## config.mk

```make
export PLATFORM = sky130hd
export DESIGN_NAME = dff_pipe_scan
export DESIGN_NICKNAME = d
export VERILOG_FILES = /design/src/rtl/dff_pipe_scan.sv
export SDC_FILE = /design/constraint.sdc
export NUM_CORES = 1
export LEC_CHECK = 0
export ABC_AREA = 1
export CAP_MARGIN = 20
export CORE_AREA = 2 2 93 95
export DETAILED_ROUTE_END_ITERATION = 6
export DIE_AREA = 0 0 95 97
export GPL_ROUTABILITY_DRIVEN = 0
export HOLD_SLACK_MARGIN = 0.1
export PLACE_DENSITY_LB_ADDON = 0.08
export RECOVER_POWER = 100
export SYNTH_ARGS = -nofsm -noshare
export SYNTH_HDL_FRONTEND = slang
export SYNTH_SLANG_ARGS = --single-unit
export TNS_END_PERCENT = 30
```

## constraint.sdc

```tcl
create_clock -name gclk -period 2.26 [get_ports gclk]
set_input_delay 0.565 -clock gclk [delete_from_list [all_inputs] [get_ports gclk]]
set_output_delay 0.565 -clock gclk [all_outputs]
set_load 0.02 [all_outputs]
```

## src/rtl/dff_pipe_scan.sv

```systemverilog
// dff_pipe_scan: DEPTH-stage, WIDTH-bit register pipeline with per-stage
// valid bits, stall, synchronous flush, optional data gating and a scan
// chain running through every state flop.
//
// All state lives in one flat vector laid out in scan-chain order:
//   bit k*(WIDTH+1)              : valid[k]
//   bits k*(WIDTH+1)+1 +: WIDTH  : data[k] (LSB first)
// This makes the scan shift a single one-bit shift of the whole vector.
// The same layout also gives so = data[DEPTH-1][WIDTH-1] = the top bit.
module dff_pipe_scan #(
    parameter int WIDTH     = 8,
    parameter int DEPTH     = 4,
    parameter bit GATE_DATA = 1'b0
) (
    input  logic                         gclk,
    input  logic                         rnot,
    input  logic                         en,
    input  logic                         flush,
    input  logic                         in_valid,
    input  logic [WIDTH-1:0]             d,
    output logic [WIDTH-1:0]             q,
    output logic                         out_valid,
    output logic [$clog2(DEPTH+1)-1:0]   count,
    input  logic                         se,
    input  logic                         si,
    output logic                         so
);

    localparam int SW = WIDTH + 1;      // bits per stage (valid + data)
    localparam int L  = DEPTH * SW;     // scan chain length
    localparam int CW = $clog2(DEPTH+1);

    logic [L-1:0] chain_q;
    logic [L-1:0] chain_d;

    // Next-state selection with priority scan > flush > advance > hold.
    always_comb begin
        // NOTE: default every combinational output first so no path leaves
        // it unassigned; an unassigned path would infer a latch.
        chain_d = chain_q;
        if (se) begin
            chain_d = {chain_q[L-2:0], si};
        end else if (flush) begin
            // Drop all valid bits; data holds so nothing toggles needlessly.
            for (int k = 0; k < DEPTH; k++) begin
                chain_d[k*SW] = 1'b0;
            end
        end else if (en) begin
            // Stage 0 takes the pipeline inputs.
            chain_d[0] = in_valid;
            if (!GATE_DATA || in_valid) begin
                chain_d[1 +: WIDTH] = d;
            end
            // Stage k takes stage k-1; in gating mode only valid words move.
            for (int k = 1; k < DEPTH; k++) begin
                chain_d[k*SW] = chain_q[(k-1)*SW];
                if (!GATE_DATA || chain_q[(k-1)*SW]) begin
                    chain_d[k*SW+1 +: WIDTH] = chain_q[(k-1)*SW+1 +: WIDTH];
                end
            end
        end
    end

    // State register; reset clears every valid and data bit immediately.
    always_ff @(posedge gclk or negedge rnot) begin
        // NOTE: the reset is asynchronous (in the sensitivity list) so the
        // outputs clear without a clock; sequential state uses <= only, so
        // every flop samples the pre-edge value of its neighbour.
        if (!rnot) begin
            chain_q <= '0;
        end else begin
            chain_q <= chain_d;
        end
    end

    // Population count of the valid bits, kept purely combinational so it
    // tracks scan loads and flushes without extra state.
    always_comb begin
        count = '0;
        for (int k = 0; k < DEPTH; k++) begin
            count = count + CW'(chain_q[k*SW]);
        end
    end

    // Outputs come straight from the last-stage flops.
    assign q         = chain_q[L-WIDTH +: WIDTH];
    assign out_valid = chain_q[L-SW];
    assign so        = chain_q[L-1];

endmodule
```

==> flow_summary_export.csv <==
group,metric,value,unit
run_status,status,"complete, but fails checks",
run_status,violations,"negative setup slack",
worst_setup_path,cp_num_buf_inv,3,
clock_network,cts_buffer_depth,2,
pwr,ir_drop,0.233,mV
yosys,synth_edf_count,0,
finish,diodes,0,
finish,regMostFlops,"chain_q",
yosys,ys_top_cells_by_area,"dfrtp_1 (45%), nand2_1 (34%), buf_4 (5.2%)",
floorplan,dieHeight,97,um
finish,regArea,901,um2
sta,fmax,424,MHz
sta,slew-limit-headroom,36.8,%
grt,grt_pass1_vias,1664,
clock_network,h-tree-depth,2,
yosys,syn_avg_cell_area,7.05,um2
yosys,yosys_warnings,0,
drt,drt-total-wl,4730,um
worst_setup_path,endpoint_kind,"output port",
floorplan,die_x,95,um
finish,final_cell_area,2450,um2
floorplan,coreArea,8130,um2
clock_network,insertion_delay,0.30,ns
drt,ant_nets,0,
finish,largest_reg_flops,36,
placement,place.port_buffers,27,
drt,viasPerCell,4.10,
grt,grt_antenna_before_repair,0,
sta,rsz0062_at_grt,"yes",
sta,setup_violations,2,
worst_setup_path,r2r_slack,1.26,ns
placement,placedCellCount,405,
yosys,syn_area,2000,um2
flow_run,cap_violations,0,
clock_network,cts-hold-fix-buffers,0,
sta,fin_crit_sh,104,%
floorplan,initial_core_util,24.6,%
placement,pre_cts_slack,-0.321,ns
worst_setup_path,cp.required,1.69,ns
pwr,powerDensity,766,nW/um2
yosys,synth-seq-cells,36,
worst_setup_path,crit_family,"adder cells",
yosys,ys_types,16,
worst_setup_path,slowest_delay,0.54,ns
floorplan,rows,33,
sta,tightest_slew,0.949,ns
drt,first_pass_iters,4,
pwr,p_leak,1.34,nW
sta,hold_violations,0,
grt,overflow,0,
finish,final_nets,328,
finish,top_regs,"chain_q: 36 flops",
yosys,yosys_most_used_dff,"dfrtp_1",
grt,grt_max_degree,37,
clock_network,cts_buffers,5,
drt,post_drt_wl_per_cell,11.4,um
worst_setup_path,path_class,"flop to output port",
sta,period_needed,2.36,ns
finish,final_layout_size_suffix_gt1_share,10.3,%
worst_setup_path,reg2regPathDepth,8,
placement,dp_hpwl,3030,um
sta,fin_skew,0.0101,ns
grt,grt.total_usage,11.5,%
clock_network,cts_root_buffer,"clkbuf_8",
yosys,yosysTopAreaCell,"dfrtp_1",
yosys,synth_common_cells,"nand2_1 (183), dfrtp_1 (36), inv_1 (16)",
yosys,synthArstFlopShare,100,%
sta,drv_slew,0,
finish,fillCellCount,917,
worst_setup_path,crit_path_start_kind,"flop",
floorplan,io_pins,28,
drt,route.vias.total,1704,
yosys,syn_inst,284,
yosys,syn-num-nets,302,
yosys,synth_most_common_cell,"nand2_1",
drt,drtIter0Drc,82,
drt,drc,0,
worst_setup_path,crit_slowest_cell,"fa_1",
worst_hold_path,worstHoldPathType,"input port to asynchronous set/reset pin",
worst_setup_path,rr_endpoint,"chain_q[18]",
sta,final.setup.worst_slack,-0.0963,ns
grt,grt_pass1_wl,8270,um
worst_setup_path,rr_startpoint,"chain_q[9]",
yosys,yosysSeqAreaShare,45.0,%
finish,multi_input_area,887,um2
finish,layoutNonFillerInstCount,416,
worst_setup_path,cp_max_fo,2,
yosys,yosys.area.top_type_share,45.0,%
worst_setup_path,crit_arrival,1.79,ns
floorplan,die_area,9220,um2
clock_network,tritoncts,"yes",
clock_network,cts_sinks,36,
sta,holdWs,0.482,ns
finish,area_delta_synth_final,22.5,%
clock_network,path_clk_slew,0.08,ns
worst_setup_path,path_cells,"inv_2, fa_1, inv_2, ha_4, ha_4, buf_6",
placement,placed_area,2310,um2
## worst max-delay path by stage
stage	from	end	cells after the start
after floorplan	chain_q[27]	count[1]	5
after global placement	chain_q[27]	count[1]	6
after detailed placement	chain_q[27]	count[1]	6
after CTS	chain_q[9]	count[1]	6
after global routing	chain_q[9]	count[1]	6
final	chain_q[9]	count[1]	6
## worst reg2reg max path: stages (launching register included)
cell     delay (ns)
dfrtp_1        0.39
inv_2          0.07
buf_4          0.10
buf_4          0.10
nand2_1        0.04
nand2_1        0.05
nand2_1        0.05
nand2_1        0.05
inv_1          0.05
## where the power goes
group	leakage [nW]	internal [mW]	switching, mW
combinational	0.815	0.210	0.270
clock	0.0541	0.327	0.253
sequential	0.467	0.744	0.0763
## repair_timing
| item | in CTS | in global routing |
|---|---|---|
| hold endpoints to repair | 0 | 0 |
| pin swaps | 2 | 0 |
| setup endpoints to repair | 3 | 3 |
| cloned | 0 | 0 |
| resized for setup | 21 | 1 |
| setup buffers | 3 | 0 |
## cell families after synthesis
logic type | synth area share (%)
flip-flops | 45.0
buffers and inverters | 11.7
adder cells (fa/ha/maj) | 2.25
AO/OA/AOI/OAI | 4.56
AND/OR/NAND/NOR | 36.5
## area by class of cell
class,count,share of cell area (%)
well taps,105,5.35
clock inverters,3,1.73
multi-input cells,209,36.1
flip-flops and latches,36,36.7
inverters,18,2.85
clock buffers,5,2.80
repair buffers,40,14.4
## metrics by stage
stage / total power, mW / util, % / setup TNS, ns
after floorplan: 1.15 / - / 0
after global placement: 1.31 / 28.4 / -0.572
after detailed placement: 1.31 / 28.4 / -0.625
after CTS: 1.93 / 30.3 / -0.171
after global routing: 2.03 / 30.2 / -0.288
final: 1.88 / 30.2 / -0.127
## metal layers
metal  routed length (um)  GRT usage (%)  vias up
met3                  140           2.57        7
li1                     -              -      892
met2                 2110           17.6       24
met4                   62           3.34        0
met5                    0              0        -
met1                 2430           16.0      781
## placed cells by master, fill, tap and decap left out
master,netlist,final
inv_2,1,3
fa_1,1,1
dlygate4sd3_1,0,12
nor2_4,1,1
inv_1,16,14
ha_4,0,2
clkinv_2,0,1
clkinvlp_4,0,1
clkdlybuf4s50_1,0,11
buf_4,14,11
inv_4,1,1
o21ai_4,1,1
clkbuf_2,0,1
nor2_1,0,2
buf_6,4,2
nand2_1,183,183
clkbuf_1,0,1
bufinv_16,0,1
buf_2,3,2
o21ai_0,12,12
nand3_1,4,4
dfrtp_1,36,36
clkbuf_8,0,5
o21ai_1,3,3
Note: power is estimated with default switching activity, not from simulation.
